===== src/rtl/bar_pkg.sv =====
// Shared types for the bar data/valid/ready stream.
// Word width, word type and sink state encoding.
package bar_pkg;
    localparam int BAR_DATA_W = 32;
    typedef logic [BAR_DATA_W-1:0] bar_word_t;
    typedef enum logic {ST_RUN, ST_FLUSH} sink_state_t;
endpackage


===== src/rtl/bar_fifo_mem.sv =====
// FIFO storage for bar_stream_sink: DEPTH words,
// one synchronous write port, one asynchronous read port.
module bar_fifo_mem
    import bar_pkg::*;
#(
    parameter int DEPTH = 4,
    parameter int AW    = $clog2(DEPTH)
) (
    input  logic          clk,
    input  logic          we,
    input  logic [AW-1:0] waddr,
    input  bar_word_t     wdata,
    input  logic [AW-1:0] raddr,
    output bar_word_t     rdata
);

    bar_word_t mem [DEPTH];

    always_ff @(posedge clk) begin
        if (we) begin
            mem[waddr] <= wdata;
        end
    end

    assign rdata = mem[raddr];

endmodule


===== src/rtl/bar_stream_sink.sv =====
// Receiving end of the bar stream: FWFT FIFO with flush and backpressure.
// Optional BAR_STREAM_SINK_STATS_EN adds push count and data XOR outputs.
module bar_stream_sink
    import bar_pkg::*;
#(
    parameter  int DEPTH = 4,
    localparam int CNT_W = $clog2(DEPTH) + 1
) (
    input  logic             clk,
    input  logic             rst_n,
    input  bar_word_t        in_data,
    input  logic             in_valid,
    output logic             in_ready,
    input  logic             flush,
    output bar_word_t        out_data,
    output logic             out_valid,
    input  logic             out_ready,
    output logic [CNT_W-1:0] level
`ifdef BAR_STREAM_SINK_STATS_EN
    ,
    output logic [31:0]      stat_words,
    output logic [31:0]      stat_xor
`endif
);

    localparam int PTR_W = $clog2(DEPTH);

    sink_state_t      state;
    sink_state_t      state_nx;
    logic [PTR_W-1:0] rd_ptr;
    logic [PTR_W-1:0] wr_ptr;
    logic [CNT_W-1:0] count;
    logic             push;
    logic             pop;
    bar_word_t        head;

    // Readys/valids are gated by rst_n so nothing handshakes in reset.
    always_comb begin
        state_nx  = state;
        in_ready  = 1'b0;
        out_valid = 1'b0;
        unique case (state)
            ST_RUN: begin
                in_ready  = rst_n && (count < CNT_W'(DEPTH));
                out_valid = rst_n && (count != '0);
                if (flush) state_nx = ST_FLUSH;
            end
            ST_FLUSH: begin
                if (!flush) state_nx = ST_RUN;
            end
        endcase
    end

    // A flush on the entry cycle overrides any concurrent handshake.
    assign push     = in_valid && in_ready && !flush;
    assign pop      = out_valid && out_ready && !flush;
    assign out_data = out_valid ? head : '0;
    assign level    = count;

    always_ff @(posedge clk) begin
        if (!rst_n) begin
            state  <= ST_RUN;
            rd_ptr <= '0;
            wr_ptr <= '0;
            count  <= '0;
        end else begin
            state <= state_nx;
            if (flush) begin
                rd_ptr <= '0;
                wr_ptr <= '0;
                count  <= '0;
            end else begin
                if (push) wr_ptr <= wr_ptr + 1'b1;
                if (pop)  rd_ptr <= rd_ptr + 1'b1;
                unique case ({push, pop})
                    2'b10:   count <= count + 1'b1;
                    2'b01:   count <= count - 1'b1;
                    default: count <= count;
                endcase
            end
        end
    end

    bar_fifo_mem #(
        .DEPTH (DEPTH),
        .AW    (PTR_W)
    ) u_mem (
        .clk   (clk),
        .we    (push),
        .waddr (wr_ptr),
        .wdata (in_data),
        .raddr (rd_ptr),
        .rdata (head)
    );

`ifdef BAR_STREAM_SINK_STATS_EN
    // Statistics survive flush; only reset clears them.
    always_ff @(posedge clk) begin
        if (!rst_n) begin
            stat_words <= '0;
            stat_xor   <= '0;
        end else if (push) begin
            stat_words <= stat_words + 1'b1;
            stat_xor   <= stat_xor ^ in_data;
        end
    end
`endif

endmodule


===== config.mk =====
export PLATFORM = sky130hd
export DESIGN_NAME = bar_stream_sink
export DESIGN_NICKNAME = d
export VERILOG_FILES = /design/src/rtl/bar_pkg.sv /design/src/rtl/bar_fifo_mem.sv /design/src/rtl/bar_stream_sink.sv
export SDC_FILE = /design/constraint.sdc
export NUM_CORES = 1
export LEC_CHECK = 0
export BUFFER_PORTS_ARGS = -buffer_cell sky130_fd_sc_hd__buf_2
export CORE_MARGIN = 3
export CORE_UTILIZATION = 30
export CTS_BUF_LIST = sky130_fd_sc_hd__clkbuf_8
export DETAILED_ROUTE_END_ITERATION = 7
export PLACE_DENSITY_LB_ADDON = 0.15
export SLEW_MARGIN = 20
export SYNTH_ARGS = -nofsm -noshare
export SYNTH_HDL_FRONTEND = slang
export SYNTH_HIERARCHICAL = 1
export SYNTH_SLANG_ARGS = --single-unit

===== constraint.sdc =====
create_clock -name clk -period 4.3 [get_ports clk]
set_input_delay 0.43 -clock clk [delete_from_list [all_inputs] [get_ports clk]]
set_output_delay 0.43 -clock clk [all_outputs]
set_load 0.02 [all_outputs]

==> results.sh <==
export IMPL_status="finished clean"
export IMPL_ios=74
export IMPL_p_leak_nw=2.140
export IMPL_wl_um=10630
export IMPL_gp_congestion=0.6450
export IMPL_power_density_mw_per_mm2=399.8
export IMPL_finalSetupViolations=0
export IMPL_post_cts_buffers=0
export IMPL_grt_pass1_vias=2892
export IMPL_cts_sinks=136
export IMPL_final_core_utilization_pct=36.28
export IMPL_clockRootBuffer="clkbuf_8"
export IMPL_cts_buffers=17
export IMPL_via_per_inst=4.496
export IMPL_final_hold_viol_count=0
export IMPL_synth_seq_area_share_pct=75.29
export IMPL_cts_max_level=4
export IMPL_nNetsFinal=377
export IMPL_gr_total_overflow=0
export IMPL_worst_path_max_fanout=26
export IMPL_worst_slew_pin_slew_ps=942.5
export IMPL_final_min_clock_period_ps=2842
export IMPL_max_cap_violations=0
export IMPL_vias=2585
export IMPL_layoutNonFillerInstCount=575
export IMPL_dpl_cell_count=544
export IMPL_ys_types=35
export IMPL_route_antenna_remaining_nets=0
export IMPL_cp_required_ps=3870
export IMPL_maxSlewViolCount=0
export IMPL_syn2layout_area_growth_pct=18.00
export IMPL_die_area_sq_mm=0.01936
export IMPL_holdPathStages=1
export IMPL_worstSkewPairLatency_ps=440
export IMPL_core_sq_mm=0.01730
export IMPL_worstReg2RegEnd="u_mem/mem[1][8]"
export IMPL_gr_usage_all_layers_pct=11.83
export IMPL_syn_cell_area_sq_mm=0.005318
export IMPL_start_kind="register"
export IMPL_clockBufferDepth=2
export IMPL_finalPower_mw=2.509
export IMPL_drt_iter0_drc=134
export IMPL_slew_headroom_pct=37.17
export IMPL_dpl_hpwl_um=6198
export IMPL_antenna_found_initial=1
export IMPL_drive_above_1_share_pct=41.43
export IMPL_fin_crit_sh_pct=66.10
export IMPL_cts_tree="built"
export IMPL_die_h_um=139.1
export IMPL_diodes=0
export IMPL_firstDrtPassIters=4
export IMPL_ys_warn_count=6
export IMPL_ff2ff_path_depth=4
export IMPL_ys_ff_latch=136
export IMPL_clkTransAtPathRegs_ps=80
export IMPL_cts_hold_buf=0
export IMPL_grt_setup_unrepaired="false"
export IMPL_max_vdd_ir_drop_mv=0.1575
export IMPL_syn_inst=253
export IMPL_nFillCells=1648
export IMPL_reg2reg_slack_ps=2110
export IMPL_remaining_drc_errors=0
export IMPL_fin_tns_setup_ps=0
export IMPL_die_w_um=139.1
export IMPL_min_path_type="input pin to register"
export IMPL_endpoint_kind="output pin"
export IMPL_rr_startpoint="level[2]"
export IMPL_numPortBuffers=73
export IMPL_grt_max_degree=35
export IMPL_start_util_pct=30.74
export IMPL_cts_resized=0
export IMPL_syn_nets=292
export IMPL_crit_arrival_ps=2410
export IMPL_fp_row_count=48
export IMPL_grt_pass1_wl_um=16750
export IMPL_hp_start="in_data[13]"
export IMPL_syn_area_per_cell_sq_um=21.02
export IMPL_whs_endpoint="u_mem/mem[3][13]"
export IMPL_crit_type="register to output pin"
export IMPL_fin_skew_ps=12.98
export IMPL_avgRoutedWirePerCell_um=18.48
export IMPL_max_freq_ghz=0.3518
cells in the final DEF, fill, tap and decap left out, types with 2 or more instances in the layout:
cell type / n
nand2b_1: 2
inv_1: 8
mux4_2: 30
xor2_1: 2
dfxtp_2: 2
dfxtp_1: 6
clkinv_2: 3
buf_4: 3
clkbuf_8: 17
buf_2: 73
clkinvlp_4: 2
bufinv_16: 2
and2_1: 33
clkinv_4: 3
edfxtp_1: 128
a21oi_1: 3
and3b_2: 2
mux4_1: 2
nand2_1: 2
nor2_1: 6
Yosys cell counts:
library cell    n  share of area [%]
xor2_1          2               0.33
nor3_2          1               0.19
buf_12          3                1.1
nand2b_1        2               0.24
xnor2_1         1               0.16
inv_1           6               0.42
o311a_1         1               0.19
a211o_1         1               0.16
and3_1          1               0.12
nand4_1         1               0.12
nand2_1         2               0.14
nor3b_1         1               0.14
or3_1           1               0.12
a31o_2          1               0.16
nor2_1          6               0.42
nand2b_2        1               0.16
edfxtp_1      128                 72
buf_2           4               0.38
a21oi_1         3               0.28
mux4_2         30                 13
o21ai_0         1              0.094
and4bb_2        1               0.24
dfxtp_1         8                3.0
nor4_1          1               0.12
mux4_1          2               0.99
and3b_1         2               0.33
or4_1           1               0.14
buf_6           1               0.21
clkbuf_1        2               0.14
nor2_2          1               0.12
ha_1            1               0.24
nor2b_1         1               0.12
and2_1         33                3.9
o31ai_1         1               0.14
fa_1            1               0.38
critical path: stages (launching register included):
cell and delay [ps]:
dfxtp_2 500, buf_4 540, mux4_1 620, and2_1 150, buf_2 150
state kept, by name, indices dropped and copies added, names as in the netlist:
name / flops
rd_ptr: 2
wr_ptr: 2
u_mem/mem: 128
level: 3
state: 1
metal layers:
metal / global-route usage [%] / routed length, um / vias to the layer above / share of wire, %
met5: 0 / 13 / - / 0.12
met4: 4.480 / 94 / 2 / 0.88
met3: 4.379 / 527 / 9 / 5.0
met2: 18.90 / 5241 / 62 / 49
met1: 14.78 / 4750 / 1333 / 45
li1: - / - / 1179 / -
area by class of cell:
type                       count  area, sq um  share of cell area [%]
clock buffer                  17        234.0                   3.729
inverter                       6        22.52                  0.3589
timing repair buffer          76        387.9                   6.181
multi-input combinational    101         1206                   19.22
sequential                   136         4006                   63.85
clock inverter                14        136.4                   2.173
tap                          225        281.5                   4.487
kinds of logic (layout without fill, tap and decap cells):
kind of cell               Yosys count  in the layout  synth area share, %
buffers and inverters               16            113                2.282
DFF                                136            136                75.29
and+or+nand+nor                     56             56                6.589
muxes                               32             32                13.69
adders and majority gates            2              2               0.6117
AOI/OAI and AO/OA                    8              8                1.035
xor gates and xnor gates             3              3               0.4942
per-stage QoR:
step | hold slack (ps) | instance area [sq um] | worst slack, ps
2_1_floorplan | 496.8 | 5318 | 539.6
6_report | 203.1 | 6275 | 1458
5_1_grt | 160.1 | 6275 | 1200
4_1_cts | 160.5 | 6275 | 1342
3_3_place_gp | 540.9 | 5904 | 1848
3_5_place_dp | 565.4 | 5904 | 1854
worst max-delay path by stage:
stage | startpoint | end | slack (ps)
final | rd_ptr[0] | out_data[31] | 1460
after global routing | rd_ptr[0] | out_data[31] | 1200
after CTS | rd_ptr[0] | out_data[31] | 1340
after detailed placement | rd_ptr[0] | out_data[31] | 1850
after global placement | rd_ptr[0] | out_data[0] | 1850
after floorplan | level[2] | u_mem/mem[0][0] | 540
report_power, final:
| part | internal [mW] | leakage (nW) | switching [mW] |
|---|---|---|---|
| Combinational | 0.0268 | 0.728 | 0.0375 |
| Clock | 0.505 | 0.192 | 0.479 |
| Sequential | 1.46 | 1.22 | 0.00313 |
Note: power is estimated with default switching activity, not from simulation.
